## src/rtl/store_narrow_unit_pkg.sv

```systemverilog
// -----------------------------------------------------------------------------
// store_pkg
// Shared definitions for the store narrowing unit:
//   - access size encodings (SZ_BYTE, SZ_HALF, SZ_WORD, SZ_ILL)
//   - FSM state enum (ST_IDLE, ST_WRITE)
//   - size_to_count(): maps an access size to the number of bytes to write
//     (0 for the illegal encoding, which doubles as the legality test)
// -----------------------------------------------------------------------------
package store_pkg;

    localparam logic [1:0] SZ_BYTE = 2'b00;
    localparam logic [1:0] SZ_HALF = 2'b01;
    localparam logic [1:0] SZ_WORD = 2'b10;
    localparam logic [1:0] SZ_ILL  = 2'b11;

    typedef enum logic {
        ST_IDLE  = 1'b0,
        ST_WRITE = 1'b1
    } state_e;

    // Byte count for an access size; the illegal size yields zero bytes.
    function automatic logic [2:0] size_to_count(input logic [1:0] size);
        logic [2:0] cnt;
        case (size)
            SZ_BYTE: cnt = 3'd1;
            SZ_HALF: cnt = 3'd2;
            SZ_WORD: cnt = 3'd4;
            SZ_ILL:  cnt = 3'd0;
            default: cnt = 3'd0;
        endcase
        return cnt;
    endfunction

endpackage

```

## src/rtl/store_narrow_unit_byte_lane_select.sv

```systemverilog
// -----------------------------------------------------------------------------
// byte_lane_select
// Purely combinational byte-lane multiplexer: picks little-endian byte i_idx
// out of a 32-bit word.
// Ports:
//   i_word  [31:0]  source word, byte k is i_word[8k+7:8k]
//   i_idx   [1:0]   byte index
//   o_byte  [7:0]   selected byte
// -----------------------------------------------------------------------------
module byte_lane_select (
    input  logic [31:0] i_word,
    input  logic [1:0]  i_idx,
    output logic [7:0]  o_byte
);

    // Little-endian lane selection.
    always_comb begin
        o_byte = 8'h00;
        case (i_idx)
            2'd0:    o_byte = i_word[7:0];
            2'd1:    o_byte = i_word[15:8];
            2'd2:    o_byte = i_word[23:16];
            2'd3:    o_byte = i_word[31:24];
            default: o_byte = 8'h00;
        endcase
    end

endmodule

```

## src/rtl/store_narrow_unit.sv

```systemverilog
// -----------------------------------------------------------------------------
// store_narrow_unit
// Serialises the low 1, 2 or 4 bytes of a 32-bit store into consecutive
// little-endian byte writes to a byte-wide memory port, one byte per accepted
// memory cycle. Addresses wrap modulo 2^ADDR_W.
//
// Optional feature: define STORE_ALIGN_CHECK_EN to reject misaligned halfword
// and word stores (err_o pulse, no writes). Without it misaligned stores are
// written bytewise from addr_i upward and only size 2'b11 is rejected.
//
// Ports:
//   clk_i        clock, rising edge
//   rst_i        asynchronous active-low reset
//   req_valid_i  store request valid
//   req_ready_o  high only in IDLE
//   addr_i       byte address of the first byte
//   data_i       register data
//   size_i       00 byte, 01 halfword, 10 word, 11 illegal
//   mem_we_o     byte write request
//   mem_addr_o   byte write address
//   mem_data_o   byte write data
//   mem_ready_i  memory accepts the current write this cycle
//   done_o       one-cycle pulse after the last byte is accepted
//   err_o        one-cycle pulse when a request is rejected
// -----------------------------------------------------------------------------
module store_narrow_unit
    import store_pkg::*;
#(
    parameter int ADDR_W = 32
) (
    input  logic              clk_i,
    input  logic              rst_i,
    input  logic              req_valid_i,
    output logic              req_ready_o,
    input  logic [ADDR_W-1:0] addr_i,
    input  logic [31:0]       data_i,
    input  logic [1:0]        size_i,
    output logic              mem_we_o,
    output logic [ADDR_W-1:0] mem_addr_o,
    output logic [7:0]        mem_data_o,
    input  logic              mem_ready_i,
    output logic              done_o,
    output logic              err_o
);

    localparam logic [ADDR_W-1:0] ADDR_ONE = {{(ADDR_W-1){1'b0}}, 1'b1};

    state_e            r_state;
    state_e            w_state_nxt;
    logic [ADDR_W-1:0] r_addr;
    logic [ADDR_W-1:0] w_addr_nxt;
    logic [31:0]       r_data;
    logic [31:0]       w_data_nxt;
    logic [1:0]        r_idx;
    logic [1:0]        w_idx_nxt;
    logic [1:0]        r_last;
    logic [1:0]        w_last_nxt;
    logic              r_done;
    logic              w_done_nxt;
    logic              r_err;
    logic              w_err_nxt;

    logic              w_hs;
    logic [2:0]        w_cnt;
    logic              w_align_ok;
    logic              w_legal;
    logic [7:0]        w_lane;

    assign w_hs  = req_valid_i & req_ready_o;
    assign w_cnt = size_to_count(size_i);

    // Alignment qualification of the incoming request.
    always_comb begin
        w_align_ok = 1'b1;
`ifdef STORE_ALIGN_CHECK_EN
        if ((size_i == SZ_HALF) && (addr_i[0] != 1'b0)) begin
            w_align_ok = 1'b0;
        end else if ((size_i == SZ_WORD) && (addr_i[1:0] != 2'b00)) begin
            w_align_ok = 1'b0;
        end else begin
            w_align_ok = 1'b1;
        end
`else
        w_align_ok = 1'b1;
`endif
    end

    assign w_legal = (w_cnt != 3'd0) && w_align_ok;

    // Next-state and datapath-register logic for the IDLE/WRITE FSM.
    always_comb begin
        w_state_nxt = r_state;
        w_addr_nxt  = r_addr;
        w_data_nxt  = r_data;
        w_idx_nxt   = r_idx;
        w_last_nxt  = r_last;
        w_done_nxt  = 1'b0;
        w_err_nxt   = 1'b0;
        case (r_state)
            ST_IDLE: begin
                if (w_hs) begin
                    w_addr_nxt = addr_i;
                    w_data_nxt = data_i;
                    w_idx_nxt  = 2'd0;
                    // Last index is count-1; a count of 4 wraps to index 3.
                    w_last_nxt = w_cnt[1:0] - 2'd1;
                    if (w_legal) begin
                        w_state_nxt = ST_WRITE;
                    end else begin
                        w_err_nxt = 1'b1;
                    end
                end else begin
                    w_state_nxt = ST_IDLE;
                end
            end
            ST_WRITE: begin
                // Without mem_ready_i every register holds, so outputs stay stable.
                if (mem_ready_i) begin
                    if (r_idx == r_last) begin
                        w_state_nxt = ST_IDLE;
                        w_done_nxt  = 1'b1;
                    end else begin
                        w_idx_nxt  = r_idx + 2'd1;
                        w_addr_nxt = r_addr + ADDR_ONE;
                    end
                end else begin
                    w_state_nxt = ST_WRITE;
                end
            end
            default: begin
                w_state_nxt = ST_IDLE;
            end
        endcase
    end

    // State and datapath registers with asynchronous active-low reset.
    always_ff @(posedge clk_i or negedge rst_i) begin
        if (!rst_i) begin
            r_state <= ST_IDLE;
            r_addr  <= {ADDR_W{1'b0}};
            r_data  <= 32'h0000_0000;
            r_idx   <= 2'd0;
            r_last  <= 2'd0;
            r_done  <= 1'b0;
            r_err   <= 1'b0;
        end else begin
            r_state <= w_state_nxt;
            r_addr  <= w_addr_nxt;
            r_data  <= w_data_nxt;
            r_idx   <= w_idx_nxt;
            r_last  <= w_last_nxt;
            r_done  <= w_done_nxt;
            r_err   <= w_err_nxt;
        end
    end

    byte_lane_select u_lane (
        .i_word (r_data),
        .i_idx  (r_idx),
        .o_byte (w_lane)
    );

    assign req_ready_o = (r_state == ST_IDLE);
    assign mem_we_o    = (r_state == ST_WRITE);
    assign mem_addr_o  = r_addr;
    assign mem_data_o  = w_lane;
    assign done_o      = r_done;
    assign err_o       = r_err;

endmodule
```

## config.mk

```make
export PLATFORM = sky130hd
export DESIGN_NAME = store_narrow_unit
export DESIGN_NICKNAME = d
export VERILOG_FILES = /design/src/rtl/store_narrow_unit_pkg.sv /design/src/rtl/store_narrow_unit_byte_lane_select.sv /design/src/rtl/store_narrow_unit.sv
export SDC_FILE = /design/constraint.sdc
export NUM_CORES = 1
export LEC_CHECK = 0
export CORE_ASPECT_RATIO = 1.5
export CORE_UTILIZATION = 25
export DETAILED_ROUTE_END_ITERATION = 12
export GPL_TIMING_DRIVEN = 0
export SLEW_MARGIN = 5
export SYNTH_ARGS = -nofsm -noshare
export SYNTH_HDL_FRONTEND = slang
export SYNTH_SLANG_ARGS = --single-unit
```

## constraint.sdc

```tcl
create_clock -name clk_i -period 2.58 [get_ports clk_i]
set_input_delay 0.387 -clock clk_i [delete_from_list [all_inputs] [get_ports clk_i]]
set_output_delay 0.387 -clock clk_i [all_outputs]
set_load 0.01 [all_outputs]
```

==> results of run 1 <==
-- cells by family after synthesis --
group | count (synthesis)
AOI/OAI and AO/OA | 89
xor gates and xnor gates | 13
adders and majority gates | 5
buffers and inverters | 38
DFF | 71
muxes | 15
and+or+nand+nor | 208
-- power groups by stage --
stage          clock network, uW  logic (uW)  registers [uW]
2_1_floorplan                  0        1510            2140
3_3_place_gp                   0        2850            2180
4_1_cts                     1200        2920            2200
5_1_grt                     1240        3170            2280
6_report                    1180        2890            2210
3_5_place_dp                   0        2890            2210
-- timing repair --
| item | CTS | global route |
|---|---|---|
| pin swaps | 1 | 3 |
| endpoints found under the setup margin | 9 | 8 |
| resized for setup | 7 | 2 |
| gates cloned | 0 | 0 |
-- final timing paths --
kind,endpoint,slack (ns),cells past startpoint
worst max-delay path,mem_data_o[1],0.09,4
worst min-delay path,mem_addr_o[0],0.005,1
worst max register to register,r_data[1],0.40,5
worst min register to register,r_data[23],0.48,2
max in group asynchronous,r_data[20],2.01,2
min in group clk_i,r_data[23],0.48,2
-- layout by cell type (no fill, tap or decap), types with 3 or more instances in the layout --
cell                              synthesis  final
sky130_fd_sc_hd__clkbuf_8                 2      4
sky130_fd_sc_hd__a21oi_1                 23     23
sky130_fd_sc_hd__buf_2                    4      4
sky130_fd_sc_hd__and4_1                   4      4
sky130_fd_sc_hd__nand2_1                115    115
sky130_fd_sc_hd__xor2_1                   4      4
sky130_fd_sc_hd__clkbuf_16                0      9
sky130_fd_sc_hd__xnor2_1                  9      9
sky130_fd_sc_hd__ha_2                     0      4
sky130_fd_sc_hd__dfrtp_1                 71     69
sky130_fd_sc_hd__nand3_1                 10     10
sky130_fd_sc_hd__inv_1                   12     12
sky130_fd_sc_hd__a21o_1                   3      3
sky130_fd_sc_hd__nor2_1                  23     23
sky130_fd_sc_hd__o21ai_0                 19     19
sky130_fd_sc_hd__nand4_1                 20     20
sky130_fd_sc_hd__clkdlybuf4s50_1          0    110
sky130_fd_sc_hd__clkbuf_1                15     13
sky130_fd_sc_hd__o32ai_1                  3      3
sky130_fd_sc_hd__nor4_1                   5      5
sky130_fd_sc_hd__or3_1                    3      3
sky130_fd_sc_hd__mux2i_1                 15     15
sky130_fd_sc_hd__o22ai_1                  5      5
sky130_fd_sc_hd__nor3_1                   8      8
sky130_fd_sc_hd__a222oi_1                 8      8
sky130_fd_sc_hd__and3_1                   7      7
sky130_fd_sc_hd__a211oi_1                 7      7
sky130_fd_sc_hd__nor2b_1                  3      3
-- sequential cells by signal, summed over array words and instances (netlist names) --
register    count
r_last          2
done_o          1
mem_we_o        1
r_idx           2
err_o           1
r_data         32
mem_addr_o     32
-- layout make-up --
class,instances,area [sq um],share of cell area
plain buffers,22,126,0.0228
clock buffers,13,260,0.0470
clock inverters,3,17.5,0.00317
inverters,12,45.0,0.00814
multi-input cells,330,1910,0.344
flip-flops and latches,71,1780,0.322
well taps,199,249,0.0450
repair buffers,114,1150,0.208
-- worst max-delay path, delay by kind of cell, from the launching register on --
| family | cells | cell delay (ns) |
|---|---|---|
| multiplexers | 1 | 0.28 |
| buffers and inverters | 2 | 0.67 |
| adder cells (fa/ha/maj) | 1 | 0.36 |
| flip-flops | 1 | 0.46 |
-- metal layers --
layer,vias to the layer above,global-route usage,share of wire
li1,1816,-,-
met1,1883,0.197,0.37
met2,180,0.327,0.54
met3,30,0.0268,0.064
met4,0,0.0758,0.028
met5,-,0,0
-- through the flow --
stage	std cells	TNS [ns]	power (uW)	worst slack, ns	instance area [sq um]
finish	764	0	6270	0.0869	5530
global route	764	0	6680	0.00280	5530
floorplan	439	0	3650	0.820	3860
detailed placement	752	-1.94	5110	-0.146	5260
global placement	751	-99.45	5030	-1.39	5240
CTS	764	0	6310	0.0215	5530
==> run summary, run 1 <==
The flow ran to the end, and the final reports show no timing, DRC or antenna violations. Clock-pin slew was measured on the worst setup and hold paths at 0.06 ns. The number of nets produced by synthesis is 514. Yosys instantiated no cell more often than sky130_fd_sc_hd__nand2_1.

Hold timing on the final database bottoms out at a slack of 0.00502 ns. The initial standard-cell utilization of the core was 0.256; the headroom to the max-slew limit was 0.585. Summed over all nets, the half-perimeter wirelength after detailed placement is 10.5 mm. The element type at the critical path end was a primary output. The root buffer selected by CTS is sky130_fd_sc_hd__clkbuf_16. Among all stages on the critical path, the largest delay is contributed by sky130_fd_sc_hd__clkdlybuf4s50_1. The logs give 71 for the number of sinks on the clock net and 3909 for the number of vias in the routed layout. In the final design database the tool counted 635 nets. The run gives 0.352 as the power share of the sequential group.

During I/O placement, the number of pins put on the boundary was 114. The first global-routing pass estimated 21.1 mm of wire. The mux share of post-synthesis cell area was 0.0389; the simple-gate portion of the synthesized area was 0.248. Synthesis inferred 71 register bits. Overall global routing resource usage: 0.178.

By area, the combinational part of the netlist is dominated by simple AND/OR/NAND/NOR gates. At the pin with the least slew margin, the transition time is 0.623 ns. The run gives 0 as the initial antenna violation count.

The internal power consumption was 3730 uW. The post-synthesis share of cell area spent on xor and xnor gates is 0.0295. The area enclosed by the die boundary is 15900 sq um.

The run gives 0 as the total count of max-transition violations in the final report. Area share of fa/ha/maj cells after synthesis: 0.0162. TritonCTS built the clock tree. The async set-or-reset flop fraction in the synthesized netlist is 1.00, and the filler cell count is 1552.

After detailed routing, the average wire length per cell comes to 18.1 um. The die is 154 um tall. The tools report the critical path launch point as r_idx[0]. The floorplan row count was 55. In this run the cell area of the synthesized design comes to 3860 sq um. The tightest min-delay check is of the primary input to async pin type. In the routed layout, each cell is associated on average with a via count of 5.12. The leakage power summed over all cells was 0.00232 uW; the number of antenna cells inserted was 0.

Number of global-route vias before repair: 3873. The max-cap check violation count is 0. The compound-cell area share of the yosys netlist is 0.158.

For the core occupancy in the finished layout, the log shows 0.367. The count of nets left with antenna violations once routing finished came out at 0. The arrival time at the worst endpoint is 2.11 ns. Dividing total power by cell area gives a power density of 1130 nW/um^2.

The H-tree depth was 3; the area added between synthesis and finish was 43.4%. The launch point of the worst reg-to-reg path was mem_we_o. The synthesized design contains 0 enable-type register cells. IR analysis of the VDD net gives a maximum drop of 0.000516 V. For the maximum count of clock buffers along a single path, the log shows 2.

Setup repair after global routing left no endpoint under its margin. For the overall routed net length, the log shows 13.8 mm. The critical path is of the flop to primary output type. The share of cells above drive strength 1 is 0.0673, and the sequential fraction of the synthesis area is 0.461. Walking the worst path, the cells encountered are inv_1 -> ha_2 -> mux2i_1 -> clkdlybuf4s50_1. The post-detailed-route DRC marker count was 0. Buffers inserted during clock tree synthesis total 9. The power spent charging and discharging nets was 2540 uW. Ranked by total cell area, the synthesized netlist is headed by sky130_fd_sc_hd__dfrtp_1, sky130_fd_sc_hd__nand2_1, sky130_fd_sc_hd__mux2i_1.

The synthesized design spends more area on one cell type than any other, namely sky130_fd_sc_hd__dfrtp_1. In the synthesized netlist the dominant register cell turns out to be sky130_fd_sc_hd__dfrtp_1. Entering global routing, the biggest net connects 38 pins. The tools report the category of the worst setup path launch point as a flop. The final weighted congestion in routability-driven placement was 0.916; the peak fanout along the critical path was 8. The post-CTS setup repair buffer count was 0; the final worst clock skew was 0.00614 ns.

The core box area was 15100 sq um. Sorting the synthesized cells by how often they occur yields sky130_fd_sc_hd__nand2_1, sky130_fd_sc_hd__dfrtp_1, sky130_fd_sc_hd__a21oi_1, sky130_fd_sc_hd__nor2_1, sky130_fd_sc_hd__nand4_1. The logs give 216 for the number of design-rule violations left by the first detailed-router iteration and 0 for the overall overflow remaining after global route. Share of power burned in combinational logic: 0.460.

The timing-limited maximum frequency was 401 MHz; the share of the clock period used by the worst path after layout was 0.966. Data on the critical path is required at its endpoint by 2.19 ns. The tools report the number of different library cells in the post-synthesis netlist as 55. Number of optimization iterations in the first detailed-route pass: 5.

The clock period could shrink to 2.49 ns. The share of total power consumed by net switching was 0.405. The largest stage delay on the critical path is 0.57 ns, and the post-cts hold buffer count is 0. After synthesis, the mean cell area works out to 8.79 sq um.

From left edge to right edge, the die measures 103 um. The clock insertion delay at the later pin of the skew report is 0.34 ns. The count of yosys warnings during synthesis was 0. Counting every instance in the synthesized netlist gives 439.

The final hold violation count is 0. The proportion of netlist area held by the largest area contributor was 0.461. Setup violations remaining at the end of the flow were counted as 0.

The count of input and output buffers was 113. The part of the power in the clock network was 0.188.
Note: power is estimated with default switching activity, not from simulation.
==> run 2, diff against run 1 <==
- SLEW_MARGIN: 5 -> 20
==> results of run 2 <==
Final layout, timing and power as in run 1 (identical DEF).
